## config.mk

```make
export PLATFORM = sky130hd
export DESIGN_NAME = gf_br_resolve_q
export DESIGN_NICKNAME = d
export VERILOG_FILES = /design/src/rtl/gf_bp_pkg.sv /design/src/rtl/gf_br_fifo.sv /design/src/rtl/gf_br_resolve_q.sv
export SDC_FILE = /design/constraint.sdc
export NUM_CORES = 1
export LEC_CHECK = 0
export ABC_CLOCK_PERIOD_IN_PS = 12100
export CORE_MARGIN = 3
export CORE_UTILIZATION = 55
export CTS_BUF_LIST = sky130_fd_sc_hd__clkbuf_4
export CTS_CLUSTER_SIZE = 12
export DETAILED_ROUTE_END_ITERATION = 7
export PLACE_DENSITY = 0.78
export SYNTH_ARGS = -nofsm -noshare
export SYNTH_HDL_FRONTEND = slang
export SYNTH_HIERARCHICAL = 1
export SYNTH_SLANG_ARGS = --single-unit
```

## constraint.sdc

```tcl
create_clock -name clk -period 12.1 [get_ports clk]
set_clock_uncertainty 0.05 [all_clocks]
set_input_delay 2.42 -clock clk [delete_from_list [all_inputs] [get_ports clk]]
set_output_delay 2.42 -clock clk [all_outputs]
set_load 0.01 [all_outputs]
```

## src/rtl/gf_bp_pkg.sv

```systemverilog
// Shared branch-predictor types and constants.
package gf_bp_pkg;

    // Fixed instruction size; the fall-through address is inst_addr + INST_BYTES.
    localparam int INST_BYTES  = 4;

    // Widest address any instantiating module may use. Modules with a
    // narrower ADDR_LEN store their addresses in the low ADDR_LEN bits.
    localparam int BP_ADDR_MAX = 64;

    typedef logic [BP_ADDR_MAX-1:0] bp_addr_t;

    typedef struct packed {
        bp_addr_t inst_addr;
        bp_addr_t target;
        logic     pred_taken;
    } br_entry_t;

endpackage

```

## src/rtl/gf_br_fifo.sv

```systemverilog
// Circular buffer of predicted branches with flush support.
// A flush pops the head and discards every younger entry in one cycle.
module gf_br_fifo
    import gf_bp_pkg::*;
#(
    parameter int DEPTH = 8,
    parameter int CNT_W = $clog2(DEPTH + 1)
) (
    input  logic             clk,
    input  logic             rst_n,
    input  logic             push,
    input  logic             pop,      // caller guarantees queue is non-empty
    input  logic             flush,    // only asserted together with pop
    input  br_entry_t        wr_data,
    output br_entry_t        head,
    output logic [CNT_W-1:0] count,
    output logic             full,
    output logic             empty
);

    localparam int PTR_W = $clog2(DEPTH);

    br_entry_t        mem [DEPTH];
    logic [PTR_W-1:0] wr_ptr;
    logic [PTR_W-1:0] rd_ptr;
    logic [CNT_W-1:0] cnt_nxt;
    logic             push_ok;

    // Full gates fetch; flush drops wrong-path pushes.
    assign push_ok = push & ~full & ~flush;
    assign empty   = (count == '0);
    assign head    = mem[rd_ptr];

    // Next occupancy: flush empties, otherwise net of push and pop.
    always_comb begin
        cnt_nxt = count;
        if (flush)
            cnt_nxt = '0;
        else if (push_ok && !pop)
            cnt_nxt = count + CNT_W'(1);
        else if (!push_ok && pop)
            cnt_nxt = count - CNT_W'(1);
    end

    // Payload storage; contents are don't-care until written, so no reset.
    always_ff @(posedge clk) begin
        if (push_ok)
            mem[wr_ptr] <= wr_data;
    end

    // Pointers, count and registered full flag.
    always_ff @(posedge clk or negedge rst_n) begin
        if (!rst_n) begin
            wr_ptr <= '0;
            rd_ptr <= '0;
            count  <= '0;
            full   <= 1'b0;
        end else begin
            if (flush) begin
                // Head leaves and the writer restarts right behind it.
                rd_ptr <= rd_ptr + PTR_W'(1);
                wr_ptr <= rd_ptr + PTR_W'(1);
            end else begin
                if (push_ok) wr_ptr <= wr_ptr + PTR_W'(1);
                if (pop)     rd_ptr <= rd_ptr + PTR_W'(1);
            end
            count <= cnt_nxt;
            full  <= (cnt_nxt == CNT_W'(DEPTH));
        end
    end

endmodule

```

## src/rtl/gf_br_resolve_q.sv

```systemverilog
// In-order branch resolution queue: pops the oldest prediction on resolve,
// emits a registered PHT update, and redirects/flushes on a mispredict.
module gf_br_resolve_q
    import gf_bp_pkg::*;
#(
    parameter int ADDR_LEN = 64,
    parameter int DEPTH    = 8,
    parameter int CNT_W    = $clog2(DEPTH + 1)
) (
    input  logic                clk,
    input  logic                rst_n,
    input  logic                i_sig_pred_push,
    input  logic [ADDR_LEN-1:0] i_pred_inst_addr,
    input  logic [ADDR_LEN-1:0] i_pred_target,
    input  logic                i_sig_pred_taken,
    output logic                o_sig_full,
    output logic [CNT_W-1:0]    o_count,
    input  logic                i_sig_res_valid,
    input  logic                i_sig_res_taken,
    input  logic [ADDR_LEN-1:0] i_res_target,
    output logic [ADDR_LEN-1:0] o_cur_inst_addr,
    output logic                o_sig_cur_b_taken,
    output logic                o_sig_cur_is_b,
    output logic                o_sig_mispred,
    output logic [ADDR_LEN-1:0] o_redirect_addr
);

    br_entry_t           wr_entry;
    br_entry_t           head;
    logic                empty;
    logic                pop;
    logic                mispred;
    logic                flush;
    logic [ADDR_LEN-1:0] head_addr;
    logic [ADDR_LEN-1:0] head_tgt;
    logic [ADDR_LEN-1:0] redirect;

    // Addresses live in the low ADDR_LEN bits of the shared entry type.
    always_comb begin
        wr_entry            = '0;
        wr_entry.inst_addr  = bp_addr_t'(i_pred_inst_addr);
        wr_entry.target     = bp_addr_t'(i_pred_target);
        wr_entry.pred_taken = i_sig_pred_taken;
    end

    assign head_addr = head.inst_addr[ADDR_LEN-1:0];
    assign head_tgt  = head.target[ADDR_LEN-1:0];

    // A resolve with nothing queued (even with a same-cycle push) is ignored.
    assign pop     = i_sig_res_valid & ~empty;
    assign mispred = (head.pred_taken != i_sig_res_taken) |
                     (head.pred_taken & i_sig_res_taken & (head_tgt != i_res_target));
    assign flush   = pop & mispred;
    assign redirect = i_sig_res_taken ? i_res_target
                                      : head_addr + ADDR_LEN'(INST_BYTES);

    gf_br_fifo #(
        .DEPTH (DEPTH),
        .CNT_W (CNT_W)
    ) u_fifo (
        .clk     (clk),
        .rst_n   (rst_n),
        .push    (i_sig_pred_push),
        .pop     (pop),
        .flush   (flush),
        .wr_data (wr_entry),
        .head    (head),
        .count   (o_count),
        .full    (o_sig_full),
        .empty   (empty)
    );

    // PHT update and redirect registers; payload holds between pops.
    always_ff @(posedge clk or negedge rst_n) begin
        if (!rst_n) begin
            o_cur_inst_addr   <= '0;
            o_sig_cur_b_taken <= 1'b0;
            o_sig_cur_is_b    <= 1'b0;
            o_sig_mispred     <= 1'b0;
            o_redirect_addr   <= '0;
        end else begin
            o_sig_cur_is_b <= pop;
            o_sig_mispred  <= flush;
            if (pop) begin
                o_cur_inst_addr   <= head_addr;
                o_sig_cur_b_taken <= i_sig_res_taken;
                o_redirect_addr   <= redirect;
            end
        end
    end

endmodule

```

# --- After elaboration in Yosys (flattened, before gate mapping) ---
# Memories as Yosys holds them, arrays and structs flattened.
# Index checks and enable logic that the tools add are counted.
classes:
  add_sub_neg: 5
  eq_ne: 3
  n_mux: 10
  bitwise_logic: 10
  reduce_logical: 7
op_table:
  columns: ["operator", "n"]
  rows:
  - ["$add 64x3->64 const B", 1]
  - ["$mux 64", 1]
  - ["$ne 64x64->1", 1]
  - ["$mux 3", 4]
  - ["$mux 4", 3]
  - ["$add 3x1->3 const B", 2]
  - ["$and 1x1->1", 6]
  - ["$add 4x1->4 const B", 1]
  - ["$eq 4x4->1 const B", 1]
  - ["$logic_not 4->1", 1]
  - ["$reduce_bool 2->1", 2]
  - ["$sub 4x1->4 const B", 1]
  - ["$not 1->1", 3]
  - ["$logic_and 1x1->1", 2]
  - ["$logic_not 1->1", 2]
  - ["$mux 1", 2]
  - ["$ne 1x1->1", 1]
  - ["$or 1x1->1", 1]
totals:
  reg_bits: 142
  ramBits: 1032
  inputBits: 198
  word_cells: 45
  mem_count: 1
mem_list:
  columns: ["name", "words", "width", "read_ports", "rd_clocked_by_memory_dff", "wr", "line", "text"]
  rows:
  - ["u_fifo.mem", 8, 129, 1, 0, 1, "gf_br_fifo.sv:23", "br_entry_t mem [DEPTH];"]

# --- Logic depth before layout (Yosys ltp) ---
# Gate-level depths: netlist (run 1).
# An unclocked memory read counts as a cell.
depth:
  depth_word: 13
  depth_mapped: 14
  mapped_depth_nobuf: 10

# --- Hierarchy ---
# The synthesis (run 1) kept the hierarchy.
by_module_without_submodules:
  columns: ["module", "instances", "cells_each", "area_per_inst_um2", "seq_area_each_um2"]
  rows:
  - ["gf_br_fifo", 1, 1563, 39376.5, 31265.0]
  - ["gf_br_resolve_q", 1, 864, 7270.7, 3278.1]

# --- Least setup slack after synthesis (run 1) ---
# No wires, ideal clock.
synth_timing:
  path_type: "input-to-reg"
  startpoint: "input port i_res_target[0]"
  endpoint: "memory u_fifo/mem[0][0] (netlist bit) (enable)"
  t_arrival_ps: 12509
  t_required_ps: 11275
  path_slack_ps: -1234
  cell_stages: 7
  path_buffers: 0
  cell_sequence: "xor2_1 nor4_1 nand4_1 nor4_1 a21oi_1 or3_1 nor3_1"
synth_via:
  elab_chain_cells: 8
synth_lines:
  columns: ["element", "line", "text"]
  rows:
  - ["start, declared", "gf_br_resolve_q.sv:20", "input logic [ADDR_LEN-1:0] i_res_target,"]
  - ["$ne 64x64->1", "gf_br_resolve_q.sv:52", "(head.pred_taken & i_sig_res_taken & (head_tgt != i_res_target));"]
  - ["$and 1x1->1", "gf_br_resolve_q.sv:52", null]
  - ["$or 1x1->1", "gf_br_resolve_q.sv:51", "assign mispred = (head.pred_taken != i_sig_res_taken) |"]
  - ["$and 1x1->1", "gf_br_resolve_q.sv:53", "assign flush = pop & mispred;"]
  - ["net flush", "gf_br_resolve_q.sv:33", "logic flush;"]
  - ["$not 1->1", "gf_br_fifo.sv:30", "assign push_ok = push & ~full & ~flush;"]
  - ["$and 1x1->1", "gf_br_fifo.sv:30", null]
  - ["$mux 1", "gf_br_fifo.sv:47", "if (push_ok)"]
  - ["$mux 1 (implied by the code)", "gf_br_fifo.sv:48", "mem[wr_ptr] <= wr_data;"]
  - ["end, declared", "gf_br_fifo.sv:23", null]
# The timed path passes the listed nets, and every way through them passes these cells.

==> out/results.txt, run 1 <==
Power Density -> 248 mW/mm^2
Setup WS post-layout -> 4580 ps
placed insts -> 3,805
status -> finished, final reports clean
cts hold-fix bufs -> 0
post-synthesis xor/xnor area fraction -> 2.33%
Design Power -> 13.6 mW
DRT antenna net count -> 0
Hold Fails Final Rpt -> 0
Post-Synth Simple-Gate Area -> 4.34%
Worst EP arrival -> 8150 ps
remaining routing DRC violations -> 0
die area -> 0.0883 sq mm
largest net degree at the start of global routing -> 130
Worst-Margin Slew -> 1150 ps
Core Area -> 0.0838 sq mm
# resized after CTS -> 0
vias in the first global route -> 26,900
met2 WL post-DR -> 57.9 mm
Synth cell types -> 47
synthesized area -> 0.0466 sq mm
commonest non-fill, non-tap cell in the layout -> edfxtp_1
Sequential Power Share -> 41.2%
Net Sw Frac -> 33.8%
Req. time, crit path -> 12,740 ps
share of cells above drive strength 1 -> 29.1%
Post-synth EDFFs -> 1,032
WL met3 -> 17.1 mm
Final nets -> 3,180
Final period util -> 62.1%
Clock Path Buffers -> 4
Net Switching -> 4.59 mW
crit start category -> flop
Top-Level Pins -> 334
nature of the critical path endpoint -> flop
syn nets -> 2,631
post-CTS setup buffers -> 0
Metal-1 WL -> 44.8 mm
Synth-to-Final Area Change -> 17.7%
Logic pwr share -> 34.8%
H-tree Lvls -> 5
Internal -> 9.01 mW
FILL cells -> 5,569
GR Overflow Total -> 0
RSZ-0062 raised after global routing -> false
Buffers on Ports -> 333
Initial Util -> 55.7%
Clock transition at path regs -> 70 ps
initial antenna violation count -> 34
Total GRT Usage -> 28.1%
Seq/Total Area, Yosys -> 74.1%
WL/cell -> 28.4 um
Post-Synthesis Cells -> 2,427
mux contribution to synthesized area -> 15.8%
most frequent cells in the layout -> edfxtp_1, clkbuf_4, clkdlybuf4s50_1, mux4_2, nand2_1
Max-Cap Viols -> 0
Hold WS -> 429 ps
Placement Setup Slack -> 4470 ps
Tmin final -> 7520 ps
asr flop ratio synth -> 12.1%
Non-Filler Instances -> 4,345
Iteration-0 DRC Markers -> 2,712
Leakage -> 18.6 nW
Synth Area in Adders -> 0.161%
Design Area, Final -> 0.0549 sq mm
critical path class -> flop to flop
Hold Path Class -> flop to flop
fmax -> 133 MHz
width of the die -> 297 um
area fraction in compound gates after synthesis -> 1.76%
Syn Area/Cell -> 19.2 sq um
Finish-stage setup viols -> 0
first-pass GRT wire length -> 179 mm
Slew Limit Fails -> 0
vias per inst -> 6.00
predominant post-synthesis flop cell -> edfxtp_1
Final HPWL DP -> 76.6 mm
Initial DRT Pass Iterations -> 5
final WL -> 123 mm
root buf cell -> clkbuf_4
CTS tree -> done
die outline height -> 297 um
Clock Power Share -> 24.0%
clk sinks -> 1,174
Inserted Clock Buffers -> 303
Post-Route Setup TNS -> 0 ps
via count -> 26,100
Final Util -> 65.5%
Worst-Skew Late Latency -> 1170 ps
Post-DP Area -> 0.0512 sq mm
Ys Warns -> 6
VDD IR max -> 0.000320 V
RePlAce Congestion -> 0.879
relative slew slack -> 22.4%
# rows -> 106
synthesis-stage register bit count -> 1,174
top sig layer -> met5
critical path peak fanout -> 110
largest family of logic cells by synthesized area -> multiplexers
synth_stat cells (8+ instances only):
| library cell | n | area, sq um |
|---|---|---|
| and3_1 | 11 | 68.8 |
| mux2_2 | 130 | 1460 |
| xor2_1 | 58 | 508 |
| dfrtp_1 | 142 | 3550 |
| mux4_2 | 258 | 5810 |
| o21ai_0 | 64 | 320 |
| buf_1 | 20 | 75.1 |
| nand2_1 | 237 | 890 |
| nor4_2 | 8 | 100 |
| xnor2_1 | 66 | 578 |
| inv_1 | 14 | 52.6 |
| nor3_1 | 26 | 130 |
| nand3_1 | 20 | 100 |
| buf_6 | 23 | 259 |
| o22ai_1 | 26 | 163 |
| nor2_1 | 64 | 240 |
| mux2i_1 | 8 | 80.1 |
| a21oi_1 | 48 | 240 |
| nor4_1 | 23 | 144 |
| nand4_1 | 18 | 113 |
| buf_2 | 20 | 100 |
| edfxtp_1 | 1032 | 31000 |
| clkbuf_1 | 62 | 233 |
critical path, cell delays in order, from the launching register on:
cell and delay (ps):
dfrtp_4 930, buf_12 740, buf_4 820, mux4_2 590, mux2_2 310, ha_1 300
nor4_1 360, nand4_1 140, nor3_1 160, a21oi_1 100, buf_4 230, or3_1 550
nor2_4 720, buf_4 900
power groups by stage:
stage	registers [mW]	clock network, mW	logic (mW)
after floorplan	5.63	0	2.97
after global placement	5.63	0	4.64
after detailed placement	5.67	0	4.71
after CTS	5.59	3.33	4.74
after global routing	5.65	3.55	5.02
final	5.60	3.26	4.74
final cells by class:
type                       instances  area [sq um]  area share [%]
antenna                           25          62.6           0.114
inverter                          15          58.8           0.107
timing repair buffer             370          3670            6.69
tap                             1134          1420            2.58
sequential                      1174         34600            62.9
clock buffer                     456          3420            6.24
clock inverter                    59           258           0.470
multi-input combinational       1112         11400            20.9
routing by layer:
layer,global-route usage [%],vias up
li1,-,11000
met1,35.9,13400
met2,41.6,1472
met3,14.2,211
met4,10.8,20
met5,0,-
state kept, by name, indices dropped and copies added, names as in the netlist, 3 cells and up:
register,count
o_cur_inst_addr,64
u_fifo/count,4
u_fifo/wr_ptr,3
u_fifo/mem,1032
o_redirect_addr,64
u_fifo/rd_ptr,3
cells by family (layout without fill, tap and decap cells):
| group | count (synthesis) | in the layout |
|---|---|---|
| flops | 1174 | 1174 |
| xor+xnor | 124 | 124 |
| compound gates | 152 | 152 |
| fa+ha+maj | 6 | 6 |
| simple gates | 433 | 433 |
| other cells | 0 | 25 |
| buf+inv | 141 | 900 |
| mux | 397 | 397 |
worst paths after layout:
| path | slack (ps) | end | cells after the start | startpoint |
|---|---|---|---|---|
| setup reg to reg | 4580 | u_fifo/mem[4][2] | 13 | u_fifo/rd_ptr[0] |
| setup / recovery | 4580 | u_fifo/mem[4][2] | 13 | u_fifo/rd_ptr[0] |
| hold reg to reg | 430 | o_cur_inst_addr[44] | 2 | o_cur_inst_addr[44] |
| min in group asynchronous | 1230 | u_fifo/full | 1 | rst_n |
| hold / removal | 430 | o_cur_inst_addr[44] | 2 | o_cur_inst_addr[44] |
| max in group asynchronous | 8940 | o_redirect_addr[14] | 3 | rst_n |
Note: power is estimated with default switching activity, not from simulation.
==> inputs of run 2 (changes only) <==
--- a/config.mk
+++ b/config.mk
@@ -5,13 +5,13 @@
 export SDC_FILE = /design/constraint.sdc
 export NUM_CORES = 1
 export LEC_CHECK = 0
-export ABC_CLOCK_PERIOD_IN_PS = 12100
+export ABC_CLOCK_PERIOD_IN_PS = 7100
 export CORE_MARGIN = 3
-export CORE_UTILIZATION = 55
+export CORE_UTILIZATION = 60
 export CTS_BUF_LIST = sky130_fd_sc_hd__clkbuf_4
 export CTS_CLUSTER_SIZE = 12
 export DETAILED_ROUTE_END_ITERATION = 7
-export PLACE_DENSITY = 0.78
+export PLACE_DENSITY = 0.81
 export SYNTH_ARGS = -nofsm -noshare
 export SYNTH_HDL_FRONTEND = slang
 export SYNTH_HIERARCHICAL = 1
==> constraint.sdc (replaced) <==
create_clock -name clk -period 7.1 [get_ports clk]
set_clock_uncertainty 0.05 [all_clocks]
set_input_delay 1.42 -clock clk [delete_from_list [all_inputs] [get_ports clk]]
set_output_delay 1.42 -clock clk [all_outputs]
set_load 0.01 [all_outputs]
==> out/results.txt, run 2 (synthesis results as in run 1) <==
Leakage -> 18.8 nW
Clock Path Buffers -> 4
Core Area -> 0.0765 sq mm
largest net degree at the start of global routing -> 102
# rows -> 101
first-pass GRT wire length -> 182 mm
clk sinks -> 1,174
Initial Util -> 61.0%
Final HPWL DP -> 80.3 mm
status -> finished, final reports clean
Worst EP arrival -> 6740 ps
Sequential Power Share -> 40.6%
CP endpoint -> u_fifo/mem[6][49]
Buffers on Ports -> 333
Reg2Reg Setup Slack -> 1010 ps
Non-Filler Instances -> 4,260
largest registers -> u_fifo/mem: 1032 flops, o_cur_inst_addr: 64 flops, o_redirect_addr: 64 flops
critical path peak fanout -> 64
Net Sw Frac -> 33.6%
Clock Power Share -> 24.2%
Total GRT Usage -> 31.2%
cts hold-fix bufs -> 0
WL/cell -> 29.2 um
relative slew slack -> 10.9%
Design Area, Final -> 0.0552 sq mm
Critical Path Start -> u_fifo/rd_ptr[1]
Logic pwr share -> 35.2%
share of cells above drive strength 1 -> 29.5%
reg-to-reg critical path endpoint -> u_fifo/mem[6][49]
final WL -> 125 mm
Net Switching -> 7.85 mW
Top-Level Pins -> 334
RePlAce Congestion -> 0.860
Max-Cap Viols -> 0
Worst-Margin Slew -> 1320 ps
CTS tree -> done
Hold Path Class -> input pin to asynchronous set/reset pin
Worst-Skew Late Latency -> 1130 ps
die area -> 0.0811 sq mm
root buf cell -> clkbuf_4
via count -> 26,700
vias per inst -> 6.27
GR Overflow Total -> 0
# resized after CTS -> 0
placed insts -> 3,729
initial antenna violation count -> 29
Iteration-0 DRC Markers -> 3,660
most frequent cells in the layout -> edfxtp_1, clkbuf_4, clkdlybuf4s50_1, mux4_2, nand2_1
width of the die -> 285 um
vias in the first global route -> 27,400
nature of the critical path endpoint -> flop
RR Startpoint -> u_fifo/rd_ptr[1]
Final nets -> 3,210
Initial DRT Pass Iterations -> 5
Power Density -> 424 mW/mm^2
critical path class -> flop to flop
commonest non-fill, non-tap cell in the layout -> edfxtp_1
Hold Fails Final Rpt -> 0
Clock transition at path regs -> 70 ps
Internal -> 15.5 mW
Slew Limit Fails -> 0
Final period util -> 85.8%
VDD IR max -> 0.000269 V
remaining routing DRC violations -> 0
Tmin final -> 6090 ps
Synth-to-Final Area Change -> 18.4%
post-CTS setup buffers -> 0
DRT antenna net count -> 0
RSZ-0062 raised after global routing -> false
Post-DP Area -> 0.0514 sq mm
max reg flops -> 1,032
H-tree Lvls -> 5
Finish-stage setup viols -> 0
die outline height -> 285 um
Inserted Clock Buffers -> 305
fmax -> 164 MHz
Top reg by flops -> u_fifo/mem
Req. time, crit path -> 7740 ps
crit start category -> flop
FILL cells -> 4,536
R2R depth -> 12
run 2: cell types whose count changed in the layout (fill, tap and decap cells not counted):
cell | previous run | this run
buf_12 | 5 | 21
buf_2 | 0 | 1
buf_4 | 33 | 44
bufinv_16 | 1 | 5
clkbuf_4 | 456 | 445
clkinv_1 | 43 | 51
clkinv_2 | 5 | 10
clkinvlp_4 | 1 | 0
diode_2 | 25 | 14
inv_2 | 9 | 6
run 2: worst min-delay path by stage:
stage / from / end / cells past startpoint
2_1_floorplan: o_cur_inst_addr[0] / o_cur_inst_addr[0] / 2
3_3_place_gp: o_cur_inst_addr[5] / o_cur_inst_addr[5] / 2
3_5_place_dp: o_cur_inst_addr[26] / o_cur_inst_addr[26] / 2
4_1_cts: rst_n / o_sig_cur_b_taken / 1
5_1_grt: rst_n / o_cur_inst_addr[32] / 1
6_report: rst_n / o_sig_cur_b_taken / 1
run 2: area by class of cell:
| cell class | count | area, sq um | area share [%] |
|---|---|---|---|
| diodes | 14 | 35.0 | 0.0634 |
| clock buffers | 445 | 3340 | 6.05 |
| clock inverters | 72 | 414 | 0.750 |
| inverters | 15 | 58.8 | 0.106 |
| multi-input cells | 1112 | 11400 | 20.7 |
| flip-flops and latches | 1174 | 34600 | 62.6 |
| well taps | 1030 | 1290 | 2.33 |
| repair buffers | 398 | 4080 | 7.39 |
run 2: power by group through the flow:
stage                     logic [mW]  clock network [mW]  registers (mW)
final                           8.23                5.67            9.51
after detailed placement        8.16                   0            9.61
after global routing            8.68                6.16            9.59
after floorplan                 5.06                   0            9.59
after global placement          8.00                   0            9.54
after CTS                       8.20                5.76            9.49
run 2: worst max-delay path, cell delays in order, from the launching register on:
cell and delay (ps):
dfrtp_4 880, buf_12 440, mux4_2 370, mux2_2 280, xor2_1 140, nor4_1 670, nand4_1 260, nor4_1 380
a21oi_1 290, buf_4 260, or3_1 550, nor2_4 540, buf_12 410
run 2: through the flow:
step	TNS, ps	worst slack, ps	power [mW]	util [%]	hold slack, ps
final	0	1010	23.4	72.2	311
after global routing	0	829	24.4	72.2	320
after CTS	0	1120	23.5	72.2	253
after detailed placement	0	1050	17.8	67.3	415
after global placement	0	1120	17.5	67.3	409
after floorplan	-1615690	-1930	14.6	-	464
run 2: routing by layer:
metal	share of wire, %	track usage [%]	vias up
li1	-	-	11000
met1	35	42.0	13600
met2	47	46.2	1910
met3	15	13.3	222
met4	2.7	11.7	22
met5	0.12	0	-
